**src/rtl/serial_adder.sv**
```systemverilog
// Multi-cycle adder: WIDTH-bit operands plus carry-in, BITS_PER_CYCLE bits per clock.
// Optional subtract datapath enabled by defining SERIAL_ADDER_SUB_EN.
module serial_adder #(
  parameter int WIDTH          = 8,
  parameter int BITS_PER_CYCLE = 1
) (
  input  logic             clk,
  input  logic             rst_n,
  input  logic             start,
  input  logic [WIDTH-1:0] a,
  input  logic [WIDTH-1:0] b,
  input  logic             cin,
  input  logic             sub,
  output logic             busy,
  output logic             done,
  output logic [WIDTH-1:0] sum,
  output logic             cout,
  output logic             ovf
);

  localparam int B  = BITS_PER_CYCLE;
  localparam int K  = WIDTH / BITS_PER_CYCLE;
  localparam int CW = (K > 1) ? $clog2(K) : 1;

  generate
    if (WIDTH < 2 || BITS_PER_CYCLE < 1 || (WIDTH % BITS_PER_CYCLE) != 0) begin : g_bad_cfg
      $error("serial_adder: BITS_PER_CYCLE must divide WIDTH and WIDTH must be >= 2");
    end
  endgenerate

  typedef enum logic [1:0] {IDLE = 2'd0, RUN = 2'd1, DONE = 2'd2} state_t;

  function automatic logic [B:0] chunk_add(input logic [B-1:0] x, input logic [B-1:0] y,
                                           input logic c);
    return {1'b0, x} + {1'b0, y} + {{B{1'b0}}, c};
  endfunction

  state_t           state_r, state_n;
  logic             accept_s;
  logic [WIDTH-1:0] a_r, b_r, acc_r, sum_r;
  logic             carry_r, busy_r, done_r, cout_r, ovf_r;
  logic [CW-1:0]    cnt_r;
  logic [WIDTH-1:0] b_in_s;
  logic             c_in_s;
  logic [B:0]       chunk_s;
  logic             msb_cin_s, last_s;
  logic [WIDTH+B-1:0] ext_s;
  logic [WIDTH-1:0] acc_next_s;

`ifdef SERIAL_ADDER_SUB_EN
  // Subtraction as a + ~b + 1: invert B at capture and force the carry in.
  assign b_in_s = sub ? ~b : b;
  assign c_in_s = sub ? 1'b1 : cin;
`else
  logic unused_sub_s;
  assign b_in_s       = b;
  assign c_in_s       = cin;
  assign unused_sub_s = sub;
`endif

  assign chunk_s    = chunk_add(a_r[B-1:0], b_r[B-1:0], carry_r);
  // Carry into the chunk's top bit recovered from its sum bit; on the last chunk this is bit WIDTH-1.
  assign msb_cin_s  = chunk_s[B-1] ^ a_r[B-1] ^ b_r[B-1];
  assign ext_s      = {chunk_s[B-1:0], acc_r};
  assign acc_next_s = ext_s[WIDTH+B-1:B];
  assign last_s     = (cnt_r == CW'(K - 1));

  // Next-state decode and start acceptance.
  always_comb begin
    state_n  = state_r;
    accept_s = 1'b0;
    case (state_r)
      IDLE: begin
        if (start) begin
          accept_s = 1'b1;
          state_n  = RUN;
        end else begin
          state_n  = IDLE;
        end
      end
      RUN: begin
        if (last_s) begin
          state_n = DONE;
        end else begin
          state_n = RUN;
        end
      end
      DONE: begin
        if (start) begin
          accept_s = 1'b1;
          state_n  = RUN;
        end else begin
          state_n  = IDLE;
        end
      end
      default: state_n = IDLE;
    endcase
  end

  // State register with registered busy/done flags.
  always_ff @(posedge clk) begin
    if (!rst_n) begin
      state_r <= IDLE;
      busy_r  <= 1'b0;
      done_r  <= 1'b0;
    end else begin
      state_r <= state_n;
      busy_r  <= (state_n == RUN);
      done_r  <= (state_n == DONE);
    end
  end

  // Operand shift registers, running carry and result registers.
  always_ff @(posedge clk) begin
    if (!rst_n) begin
      a_r     <= {WIDTH{1'b0}};
      b_r     <= {WIDTH{1'b0}};
      acc_r   <= {WIDTH{1'b0}};
      carry_r <= 1'b0;
      cnt_r   <= {CW{1'b0}};
      sum_r   <= {WIDTH{1'b0}};
      cout_r  <= 1'b0;
      ovf_r   <= 1'b0;
    end else if (accept_s) begin
      a_r     <= a;
      b_r     <= b_in_s;
      acc_r   <= {WIDTH{1'b0}};
      carry_r <= c_in_s;
      cnt_r   <= {CW{1'b0}};
    end else if (state_r == RUN) begin
      a_r     <= a_r >> B;
      b_r     <= b_r >> B;
      acc_r   <= acc_next_s;
      carry_r <= chunk_s[B];
      cnt_r   <= cnt_r + CW'(1);
      if (last_s) begin
        sum_r  <= acc_next_s;
        cout_r <= chunk_s[B];
        ovf_r  <= msb_cin_s ^ chunk_s[B];
      end
    end
  end

  assign busy = busy_r;
  assign done = done_r;
  assign sum  = sum_r;
  assign cout = cout_r;
  assign ovf  = ovf_r;

endmodule
```
**config.mk**
```make
export PLATFORM = sky130hd
export DESIGN_NAME = serial_adder
export DESIGN_NICKNAME = d
export VERILOG_FILES = /design/src/rtl/serial_adder.sv
export SDC_FILE = /design/constraint.sdc
export NUM_CORES = 1
export LEC_CHECK = 0
export ABC_CLOCK_PERIOD_IN_PS = 1900
export BUFFER_PORTS_ARGS = -buffer_cell sky130_fd_sc_hd__buf_4
export CELL_PAD_IN_SITES_DETAIL_PLACEMENT = 1
export CELL_PAD_IN_SITES_GLOBAL_PLACEMENT = 2
export CORE_MARGIN = 2
export CORE_UTILIZATION = 31
export DETAILED_ROUTE_END_ITERATION = 8
export GPL_ROUTABILITY_DRIVEN = 1
export PLACE_DENSITY = 0.85
export SKIP_CTS_REPAIR_TIMING = 1
export SYNTH_ARGS = -nofsm -noshare
export SYNTH_HDL_FRONTEND = slang
export SYNTH_SLANG_ARGS = --single-unit
```
**constraint.sdc**
```tcl
create_clock -name clk -period 1.9 [get_ports clk]
set_input_delay 0.19 -clock clk [delete_from_list [all_inputs] [get_ports clk]]
set_output_delay 0.19 -clock clk [all_outputs]
set_load 0.005 [all_outputs]
```
==> run metrics <==
Peak VDD IR 0.000406 V; area leader, netlist dfxtp_1; most used cell, CP ha_1; Critical path buffers and inverters 0; HPWL Detailed 2290 um; global route total overflow 0; full die area 0.00588 mm2; Placement Cell Area 0.00191 mm2; top cells by area, synth dfxtp_1 (50%), nand2_1 (15%), a21boi_0 (5.5%); diodes inserted 0; reg2reg end ovf$_SDFFE_PN0P_; clock root cell clkbuf_8; die boundary height 76.7 um; clock sinks 41; crit end category flop; P per Cell Area 949 mW/mm2; Synth cell types 23; Die X-Extent 76.7 um; Post-Layout Inst Area 0.00204 mm2; Cell Rows 26; Initial DRC Count 55; Setup Skew 0.00377 ns; simple-gate portion of the synthesized area 0.206; Final WS setup 0.439 ns; vias in the first global route 1333; post-synthesis adder-cell area fraction 0.0275; number of nets in the layout 247; H-tree depth 2; CTS tree done; leakage 0.770 nW; most common cell after layout, fill and taps aside nand2_1; Final Hold Fails 0; Levels on crit path 5; Syn Area/Cell 8.44 um2; max-slew violations 0; Fin Setup TNS 0 ns; WL/cell 11.9 um; mux cell area share after synthesis 0; Startpoint Class flop; Final Cycle Share 0.769; area growth from synthesis to layout 24.5%; Mapped Area 0.00164 mm2; most frequent cells in the layout nand2_1 (65), dfxtp_1 (41), buf_4 (35); Synth Instances 194; Worst path max stage delay 0.45 ns; Worst slew margin 0.705; Worst Hold Class in -> reg; Worst-Margin Slew 0.442 ns; Final ANT Viol Nets 0; worst setup path endpoint ovf$_SDFFE_PN0P_; critical path class reg -> reg; Place WS 0.406 ns; WP data arrival 1.69 ns; compound-cell area share of the yosys netlist 0.194; Fmax 684 MHz; cells on worst reg2reg path 5; Core ar. 0.00511 mm2; Setup crit start cnt_r[0]$_SDFFE_PP0P_; synthesis-stage register bit count 41; Initial Util 0.321; layout cells sized above 1 0.196; XOR/XNOR Fraction of Synth Area 0.0214; Clock Latency Late Sink 0.29 ns; RSZ-0062 raised after global routing false; TritonCTS buffer count 5; outcome finished clean; Slowest-stage cell, CP and3b_1; Overall Power 1.93 mW; max-cap viol count 0; antenna violations before repair 0; sequential share of the synthesized area 0.501; top cell type's share of synthesized area 0.501; fillers 614; Synth Net Count 218; Total Routed Length 3500 um; CP delay by family, top simple AND/OR/NAND/NOR gates; worst-path cell chain ha_1 > ha_1 > and3b_1 > o21ai_0 > a21oi_1; Top Ports 33; Tmin final 1.46 ns; worst-path fanout max 13; R2R Setup Slk 0.44 ns; yosys warns 0; Max Root-Sink Buffers 2; DR vias 1364; reg2reg start cnt_r[0]$_SDFFE_PP0P_; count of input and output buffers 31; Clk pin slew, worst setup/hold paths 0.08 ns; first-pass GRT wire length 6060 um; DR DRC count 0; Final setup violation count 0; main combinational cell family by area after synthesis simple AND/OR/NAND/NOR gates; WP data required 2.13 ns; DR vias/cell 4.64; largest net degree at the start of global routing 32; GPL Wtd Cong 0.730; Total GRT Usage 0.129; WHS 0.134 ns; router iterations before antenna repair 2
## metrics by stage
step / util / cells
4_1_cts: 0.399 / 294
3_5_place_dp: 0.373 / 286
2_1_floorplan: - / 194
6_report: 0.399 / 294
3_3_place_gp: 0.373 / 286
5_1_grt: 0.399 / 294
## final cells by class
class | instances | area, um2 | share of cell area
clock buffer | 5 | 68.8 | 0.0337
clock inverter | 3 | 65.1 | 0.0319
multi-input combinational | 140 | 734 | 0.360
sequential | 41 | 821 | 0.402
tap | 70 | 87.6 | 0.0429
timing repair buffer | 35 | 263 | 0.129
## logic make-up (layout without fill, tap and decap cells)
family | Yosys count | count (layout)
AOI/OAI and AO/OA | 53 | 53
xor gates and xnor gates | 4 | 4
DFF | 41 | 41
and+or+nand+nor | 80 | 80
adders and majority gates | 3 | 3
buffers and inverters | 13 | 43
## how the worst min path moves through the flow
stage / startpoint / to / slack (ns) / cells past startpoint
final: b[7] / b_r[7]$_SDFFE_PN0P_ / 0.13 / 3
after global placement: a_r[7]$_SDFFE_PN0P_ / a_r[7]$_SDFFE_PN0P_ / 0.45 / 2
after global routing: b[7] / b_r[7]$_SDFFE_PN0P_ / 0.16 / 3
after floorplan: a[7] / a_r[7]$_SDFFE_PN0P_ / 0.32 / 2
after CTS: b[7] / b_r[7]$_SDFFE_PN0P_ / 0.13 / 3
after detailed placement: b[7] / b_r[7]$_SDFFE_PN0P_ / 0.45 / 3
## flip-flops by register name, summed over array words and instances (netlist names), 2 cells and up
name and flops:
state_r 2, a_r 8, acc_r 7, sum 8
b_r 8, cnt_r 3
## worst reg2reg max path: cells and delay by family, from the launching register on
family	cells	cell delay, ns
adder cells (fa/ha/maj)	2	0.34
AO/OA/AOI/OAI	2	0.25
AND/OR/NAND/NOR	1	0.45
flip-flops	1	0.36
## layer usage
layer,up-vias,routed length [um],track usage
li1,705,-,-
met1,624,1720,0.154
met2,27,1570,0.212
met3,8,147,0.0376
met4,0,60,0.0600
met5,-,0,0
## synthesized netlist by cell type
| library cell | number |
|---|---|
| a21boi_0 | 12 |
| a21oi_1 | 12 |
| a22oi_1 | 3 |
| a31oi_1 | 12 |
| and2_1 | 4 |
| and2b_1 | 1 |
| and3b_1 | 1 |
| buf_2 | 3 |
| buf_4 | 4 |
| buf_6 | 2 |
| clkbuf_1 | 4 |
| dfxtp_1 | 41 |
| fa_1 | 1 |
| ha_1 | 2 |
| nand2_1 | 65 |
| nand2_2 | 1 |
| nand2b_1 | 2 |
| nand3_1 | 3 |
| nand3b_1 | 1 |
| nor2_1 | 1 |
| nor2b_1 | 1 |
| o21ai_0 | 14 |
| xnor2_1 | 4 |
## report_power, final
part | leakage, nW | switching [mW] | internal (mW)
logic | 0.368 | 0.101 | 0.0848
clock network | 0.0681 | 0.310 | 0.522
registers | 0.334 | 0.0219 | 0.895
total | 0.770 | 0.433 | 1.50
(Power assumes the default switching activity.)
